$ cat src/rtl/pi_regulator.sv
// PI regulator stage: one shared multiplier sequenced by a five-state FSM,
// clamping anti-windup integrator, and a saturated, registered control word.
module pi_regulator #(
  parameter int DATA_WIDTH = 16,
  parameter int COEF_WIDTH = 16,
  parameter int FRAC_BITS  = 8,
  parameter int ACC_WIDTH  = DATA_WIDTH + COEF_WIDTH
) (
  input  logic                  clk,
  input  logic                  reset_n,
  input  logic                  enable,
  input  logic [DATA_WIDTH-1:0] error_in,
  input  logic                  error_valid,
  output logic                  error_ready,
  input  logic [COEF_WIDTH-1:0] kp,
  input  logic [COEF_WIDTH-1:0] ki,
  input  logic [DATA_WIDTH-1:0] out_min,
  input  logic [DATA_WIDTH-1:0] out_max,
  output logic [DATA_WIDTH-1:0] control_out,
  output logic                  control_valid,
  output logic                  saturated,
  output logic                  overrun
);
  localparam int DW = DATA_WIDTH;
  localparam int AW = ACC_WIDTH;

  typedef enum logic [2:0] {IDLE, MUL_P, MUL_I, INTEG, OUTPUT} state_e;

  state_e state_q, state_d;

  logic signed [DW-1:0] err_q, err_d;
  logic signed [AW-1:0] p_term_q, p_term_d;
  logic signed [AW-1:0] i_inc_q, i_inc_d;
  logic signed [AW-1:0] integ_q, integ_d;
  logic        [DW-1:0] control_out_q, control_out_d;
  logic                 control_valid_q, control_valid_d;
  logic                 saturated_q, saturated_d;
  logic                 overrun_q, overrun_d;

  logic signed [AW-1:0] mul_a, mul_b, prod, prod_sh;
  logic signed [AW:0]   lo_ext, hi_ext, integ_sum, out_sum;
  logic signed [DW-1:0] integ_clamp, out_clamp;

  // out_max is tested first so it wins when the limits are inverted.
  function automatic logic signed [DW-1:0] clamp(input logic signed [AW:0] v,
                                                 input logic signed [AW:0] lo,
                                                 input logic signed [AW:0] hi);
    if (v > hi)      return hi[DW-1:0];
    else if (v < lo) return lo[DW-1:0];
    else             return v[DW-1:0];
  endfunction

  // Shared multiplier: signed error times zero-extended gain.
  always_comb begin
    mul_a   = {{(AW-DW){err_q[DW-1]}}, err_q};
    mul_b   = {{(AW-COEF_WIDTH){1'b0}}, (state_q == MUL_P) ? kp : ki};
    prod    = mul_a * mul_b;
    prod_sh = prod >>> FRAC_BITS;
  end

  always_comb begin
    lo_ext      = {{(AW+1-DW){out_min[DW-1]}}, out_min};
    hi_ext      = {{(AW+1-DW){out_max[DW-1]}}, out_max};
    integ_sum   = {integ_q[AW-1], integ_q} + {i_inc_q[AW-1], i_inc_q};
    out_sum     = {p_term_q[AW-1], p_term_q} + {integ_q[AW-1], integ_q};
    integ_clamp = clamp(integ_sum, lo_ext, hi_ext);
    out_clamp   = clamp(out_sum, lo_ext, hi_ext);
  end

  always_ff @(posedge clk) begin
    if (!reset_n) begin
      state_q         <= IDLE;
      err_q           <= '0;
      p_term_q        <= '0;
      i_inc_q         <= '0;
      integ_q         <= '0;
      control_out_q   <= '0;
      control_valid_q <= 1'b0;
      saturated_q     <= 1'b0;
      overrun_q       <= 1'b0;
    end else begin
      state_q         <= state_d;
      err_q           <= err_d;
      p_term_q        <= p_term_d;
      i_inc_q         <= i_inc_d;
      integ_q         <= integ_d;
      control_out_q   <= control_out_d;
      control_valid_q <= control_valid_d;
      saturated_q     <= saturated_d;
      overrun_q       <= overrun_d;
    end
  end

  always_comb begin
    state_d = state_q;
    if (!enable) state_d = IDLE;
    else begin
      case (state_q)
        IDLE:    if (error_valid) state_d = MUL_P;
        MUL_P:   state_d = MUL_I;
        MUL_I:   state_d = INTEG;
        INTEG:   state_d = OUTPUT;
        OUTPUT:  state_d = IDLE;
        default: state_d = IDLE;
      endcase
    end
  end

  always_comb begin
    err_d           = err_q;
    p_term_d        = p_term_q;
    i_inc_d         = i_inc_q;
    integ_d         = integ_q;
    control_out_d   = control_out_q;
    control_valid_d = 1'b0;
    saturated_d     = saturated_q;
    overrun_d       = 1'b0;
    if (!enable) begin
      integ_d       = '0;
      control_out_d = '0;
      saturated_d   = 1'b0;
    end else begin
      overrun_d = error_valid && (state_q != IDLE);
      case (state_q)
        IDLE:   if (error_valid) err_d = error_in;
        MUL_P:  p_term_d = prod_sh;
        MUL_I:  i_inc_d = prod_sh;
        INTEG:  integ_d = {{(AW-DW){integ_clamp[DW-1]}}, integ_clamp};
        OUTPUT: begin
          control_out_d   = out_clamp;
          saturated_d     = (out_sum < lo_ext) || (out_sum > hi_ext);
          control_valid_d = 1'b1;
        end
        default: ;
      endcase
    end
  end

  assign error_ready   = (state_q == IDLE);
  assign control_out   = control_out_q;
  assign control_valid = control_valid_q;
  assign saturated     = saturated_q;
  assign overrun       = overrun_q;
endmodule

$ cat config.mk
export PLATFORM = sky130hd
export DESIGN_NAME = pi_regulator
export DESIGN_NICKNAME = d
export VERILOG_FILES = /design/src/rtl/pi_regulator.sv
export SDC_FILE = /design/constraint.sdc
export NUM_CORES = 1
export LEC_CHECK = 0
export CORE_MARGIN = 2
export CORE_UTILIZATION = 40
export CTS_CLUSTER_DIAMETER = 80
export CTS_CLUSTER_SIZE = 25
export DETAILED_ROUTE_END_ITERATION = 10
export PLACE_DENSITY_LB_ADDON = 0.3
export SKIP_CTS_REPAIR_TIMING = 1
export SYNTH_ARGS = -nofsm -noshare
export SYNTH_HDL_FRONTEND = slang
export SYNTH_SLANG_ARGS = --single-unit
$ cat constraint.sdc
create_clock -name clk -period 7.4 [get_ports clk]
set_input_delay 1.48 -clock clk [delete_from_list [all_inputs] [get_ports clk]]
set_output_delay 1.48 -clock clk [all_outputs]
set_load 0.005 [all_outputs]
# --- After elaboration in Yosys (flattened, before gate mapping) ---
# Cells that the tools add are included.
word_totals:
  ff_bits: 102
  latchBits: 0
  ramBits: 0
  mem_bits_ro: 0
  input_bits: 84
  out_inout_bits: 20
  wordCells: 37
  n_memories: 0
op_classes:
  add_sub_neg: 2
  n_mul: 1
  n_div: 0
  magnitude_cmp: 4
  eq_ne: 5
  shifts: 0
  mux: 8
  n_bitwise: 0
  n_reduce_logical: 8
ops:
  columns: ["cell", "count"]
  rows:
  - ["16-bit two-way mux", 5]
  - ["25-bit by 16-bit greater-than comparator with 1-bit output", 2]
  - ["25-bit by 16-bit < comparator with 1-bit output", 2]
  - ["16-bit by 17-bit multiplier with 32-bit output", 1]
  - ["16-bit by 24-bit adder with 25-bit output", 1]
  - ["24-bit by 16-bit adder with 25-bit output", 1]
  - ["3-bit case mux with 4 select lines", 1]
  - ["3-bit by 2-bit equality test with 1-bit output, second input constant", 2]
  - ["2-bit AND reduction", 3]
  - ["3-bit by 1-bit equality test with 1-bit output, second input constant", 1]
  - ["3-bit equality test, second input constant", 1]
  - ["3-bit logical NOT", 1]
  - ["3-bit two-way mux", 1]
  - ["3-bit AND reduction", 1]
  - ["3-bit nonzero test", 1]
  - ["2-bit inequality test, second input constant", 1]
  - ["1-bit logical AND", 1]
  - ["1-bit logical OR", 1]
  - ["1-bit two-way mux", 1]

# --- Longest topological paths before layout ---
logic_depth:
  word_depth: 4
  depth_mapped: 30
  mapped_depth_nobuf: 25

# --- Worst setup path before layout ---
# No wires, ideal clock.
synth_timing:
  path_type: "input to register"
  startpoint: "input kp[7]"
  endpoint: "register p_term_q[20]"
  setup_ns: 0.069
  arrival_time_ns: 7.318
  required_time_ns: 7.331
  slack_ns: 0.013
  stages: 25
  n_path_buf: 2
  cell_sequence: "mux2_2 -> clkbuf_1 -> nand2_1 -> fa_1 -> inv_1 -> fa_1 -> inv_1 -> fa_1 -> inv_1 -> fa_1 -> fa_1 -> inv_1 -> fa_1 -> inv_1 -> ha_1 -> o21a_1 -> o21ai_0 -> o21ai_0 -> a41oi_4 -> a21oi_4 -> a41o_1 -> buf_6 -> or4_1 -> and3_1 -> o21ai_1"
synth_between:
  elab_chain_len: 2
synth_lines:
  columns: ["item", "line_no", "rtl"]
  rows:
  - ["start: declaration", "15", "input logic [COEF_WIDTH-1:0] kp,"]
  - ["16-bit two-way mux", "56", "mul_b = {{(AW-COEF_WIDTH){1'b0}}, (state_q == MUL_P) ? kp : ki};"]
  - ["16-bit by 17-bit multiplier with 32-bit output", "57", "prod = mul_a * mul_b;"]
  - ["end signal: assignment", "84", "p_term_q <= p_term_d;"]
  - ["end: declaration", "32", "logic signed [AW-1:0] p_term_q, p_term_d;"]
# Every way passes these cells.
# A chain may end at the register's enable or synchronous reset.

# --- Worst setup path after layout ---
layout_timing:
  startpoint: "input ki[12]"
  endpoint: "register i_inc_q[23] (netlist name)"
layout_between:
  elab_chain_len: 2
layout_lines:
  columns: ["item", "line_no", "rtl"]
  rows:
  - ["start: declaration", "16", "input logic [COEF_WIDTH-1:0] ki,"]
  - ["16-bit two-way mux", "56", null]
  - ["16-bit by 17-bit multiplier with 32-bit output", "57", null]
# Every way passes these cells.

==> impl_summary.md <==
Outcome
The run finished with clean final reports.

Detailed routing
The wire length per cell is 17.2 um. The final layout contains routed wiring with a total length of 46,100 um. The remaining routing DRC violations is 0. Summing over every cut layer, the via total after detailed routing is 14,300. The final antenna-violating net count is 0. The first detailed-routing pass ran for 8 iterations. The first routing iteration left 881 violations. The detailed-route vias per instance is about 5.3.

Placed design
The placed instances occupy a cell area of 0.0191 mm^2. In this run the tool buffered the top-level ports with ~100 buffer cells. At the placement stage, the worst setup path has a slack of -587 ps. The global placer's final weighted congestion is 0.914.

Summed over all nets, the half-perimeter wirelength after detailed placement is 37,900 um.

Yosys
Summing the areas of all and, or, nand and nor instances in the mapped netlist gives roughly 18% of the synthesized area. fa_1 takes more of the synthesized area than any other cell. The adder-cell share of the synthesized area is 42.0%.

The count of flip-flops with a built-in enable after synthesis is 0. After synthesis the netlist holds a flip-flop and latch count of 102. In the synthesized netlist, the cells that appear most often are 284 x inv_1, 260 x ha_1, 245 x nand2_1. Counting flops with an async set or reset pin after synthesis yields a share of 0%. Yosys mapped the design onto 70 distinct sky130hd cell types. Ranked by total cell area, the synthesized netlist is headed by fa_1 23%, ha_1 19%, dfxtp_1 12%. The register area share after synthesis is 12.0%. The synthesized net count is 2,538. The number of instances in the synthesized netlist is 1,999. After synthesis, the share of cell area in mux cells is 3.78%. The largest family of logic cells by synthesized area is adder cells. For this run, the number of Yosys warnings is 0. The most common cell in the synthesized netlist is inv_1. The synthesized netlist devotes between 10% and 20% of its cell area to compound gates. The share of the synthesized area in the top cell type is 22.9%. Averaged over all synthesized cells, the footprint is 8.52 um^2. The synthesized netlist devotes 3.29% of its cell area to XOR and XNOR gates. The area of the mapped netlist is 0.0170 mm^2.

The most used flip-flop cell after synthesis is dfxtp_1.

STA
The peak clock frequency supported by timing is roughly 140 MHz. The worst pin sits at a relative slew slack of 22.1%. The count of pins over their slew limit is 0. Setup violations remaining at the end of the flow were counted as 0.

The fraction of the cycle the final worst path needs is 96.6%. The time the worst path needs with I/O delays and setup is around 7000 ps. In the final timing run, aggregate negative setup slack is 0 ps. On the final layout, the worst hold slack is 468 ps. The final-report hold violation count is 0.

Setup slack on the critical path of the routed design comes to 250 ps. On the final layout, the worst clock skew is 19.4 ps. At the pin with the least slew margin, the transition time is 1160 ps.

Clock network
The tree built by TritonCTS fans out to about 100 sinks. The maximum number of buffers from clock root to sink is 2. TritonCTS built the clock tree.

For the worst-skew pair, the clock arrives at the later sink with an insertion delay of between 300 and 400 ps. In this run the clock root is driven by a clkbuf_16. The clock tree synthesis step divided the H-tree into 3 levels. After clock tree synthesis, the clock-pin slew on the worst setup and hold paths is ~70 ps. Buffers inserted during clock tree synthesis total 9.

Power
The analysis attributes to cell leakage a power of 10.1 nW. IR analysis of the VDD net gives a maximum drop of 0.000113 V. The power density over the cells is 108 mW/mm^2.

Floorplanning
The placement row count is 75. 104 I/O pins were placed. The core region is 0.0419 mm^2. The die outline height is 210 um. The floorplan step set the die width to 210 um. The floorplan step defined a die boundary enclosing 0.0442 mm^2. For this configuration, the core starts out at a cell density of about two fifths.

Finish
Counting the fill cells in the layout gives 3,949. The area growth from synthesis to final layout is 16.6%. The antenna cell count is 0. Cells with a size suffix above 1 make up 9.97% of the layout. After routing the design area is roughly 0.020 mm^2. Cells fill 47.4% of the core in the end.

The total area of multi-input combinational cells is between 0.01 and 0.015 mm^2. The sequential cell area is 0.00204 mm^2. The number of nets in the layout is 2,670.

Setup path
By startpoint and endpoint, the worst setup path is classified as in2reg. Setup slack on the worst reg-to-reg path comes out at about 500 ps. Counting cells, the worst reg-to-reg path comes to 26. The required time of the worst setup path is 7620 ps.

The signal arrival time at the worst endpoint is 7370 ps. The nature of the critical path endpoint is a flop. The most numerous cell type found on the critical path is fa_1.

In this design, the largest share of critical-path delay is due to adder cells. The delay of the slowest cell on the worst path is 580 ps. Of all nets on the critical path, the largest fanout is 7.

Traced cell by cell, the critical path runs through clkdlybuf4s50_1 > mux2_4 > and2_1 > fa_1 > inv_1 > fa_2 > inv_1 > fa_1 > fa_2 > fa_1 > inv_1 > fa_1 > inv_2 > ha_4 > buf_4 > a41oi_4 > a21oi_4 > a41o_1 > buf_4 > a311o_1 > xnor2_2 > a21oi_1. The number of buffers and inverters on the critical path is 7. The critical path launch point type is an input pin. In this run the number of cells on the critical path is 22.

The largest individual stage delay along the critical path comes from the cell fa_1.

Hold path
The cell depth of the worst min-delay path is 2. The class of the most critical hold timing path is reg2reg.

Global routing
The via count of the first global-routing pass is 14,800. The total global routing track utilization is around a fifth. The number of antenna violations at the first check in global routing is 1. The maximum number of pins on one net before global-route repair is 41. The total overflow left after global routing is 0. The global-route wire length before repair is approximately 75,000 um.

Flow run
The number of violations of the max-capacitance limit is 0.
-- registers in the layout (all words and copies together) (netlist names), 3 cells and up --
name	cells
state_q	3
i_inc_q	24
p_term_q	24
err_q	16
integ_q	16
control_out	16
-- power by group --
group / switching (mW) / internal [mW] / leakage (nW)
clock network: 0.242 / 0.251 / 0.144
logic: 0.576 / 0.484 / 9.14
registers: 0.0258 / 0.560 / 0.824
total: 0.844 / 1.30 / 10.1
-- final timing paths --
| check | from | endpoint |
|---|---|---|
| worst max-delay path | ki[12] | i_inc_q[23] |
| worst min-delay path | i_inc_q[15] | i_inc_q[15] |
| worst max register to register | state_q[0] | i_inc_q[23] |
| worst min register to register | i_inc_q[15] | i_inc_q[15] |
-- layout make-up --
class	count	share of cell area (%)
multi-input cells	1535	70.1
flip-flops and latches	102	10.3
repair buffers	198	9.34
inverters	285	5.39
well taps	539	3.39
clock buffers	11	1.27
clock inverters	5	0.208
-- worst reg2reg max path, delay by kind of cell, from the launching register on --
| family | cells | cell delay (ps) |
|---|---|---|
| buffers and inverters | 7 | 680 |
| AND/OR/NAND/NOR | 2 | 420 |
| XOR/XNOR | 1 | 140 |
| AO/OA/AOI/OAI | 8 | 1340 |
| flip-flops | 1 | 450 |
| adder cells (fa/ha/maj) | 7 | 3310 |
| multiplexers | 1 | 380 |
-- layer usage --
| metal | share of wire [%] | global-route usage, % | vias to the layer above |
|---|---|---|---|
| met3 | 4.6 | 2.19 | 74 |
| met2 | 47 | 35.9 | 391 |
| met5 | 0 | 0 | - |
| li1 | - | - | 6909 |
| met1 | 46 | 28.3 | 6920 |
| met4 | 2.6 | 6.75 | 0 |
-- per-stage QoR --
stage / std cells / power, mW
floorplan: 1999 / 1.21
global placement: 2645 / 1.54
detailed placement: 2645 / 1.56
CTS: 2661 / 2.06
global route: 2675 / 2.30
finish: 2675 / 2.14
-- layout by cell type, fill, tap and decap left out, types with 8 or more instances in the layout --
cell / count
o21ai_0: 53
inv_1: 268
ha_1: 249
inv_2: 16
a22o_1: 10
clkbuf_16: 9
ha_4: 10
o211ai_1: 21
nor3_1: 21
xor2_1: 23
o21a_1: 15
a31oi_1: 11
mux2_2: 9
nand4_1: 34
nand2b_1: 20
nand3_1: 52
dlymetal6s2s_1: 22
xnor2_1: 40
or2_2: 8
clkdlybuf4s50_1: 81
o31ai_1: 8
nand2_1: 240
dfxtp_1: 102
fa_1: 186
nor2b_1: 17
nor2_1: 66
a21oi_1: 100
buf_4: 88
a21o_1: 41
and2_4: 9
o21bai_1: 12
a211oi_1: 10
mux2i_1: 40
fa_2: 9
mux2_4: 13
and2_1: 109
and3_1: 11
-- cell families (layout without fill, tap and decap cells) --
| family | after synthesis | count (layout) |
|---|---|---|
| buffers and inverters | 364 | 499 |
| AND/OR/NAND/NOR | 620 | 620 |
| adder cells (fa/ha/maj) | 455 | 455 |
| multiplexers | 61 | 63 |
| XOR/XNOR | 64 | 64 |
| AO/OA/AOI/OAI | 333 | 333 |
| flip-flops | 102 | 102 |
(Power assumes the default switching activity.)
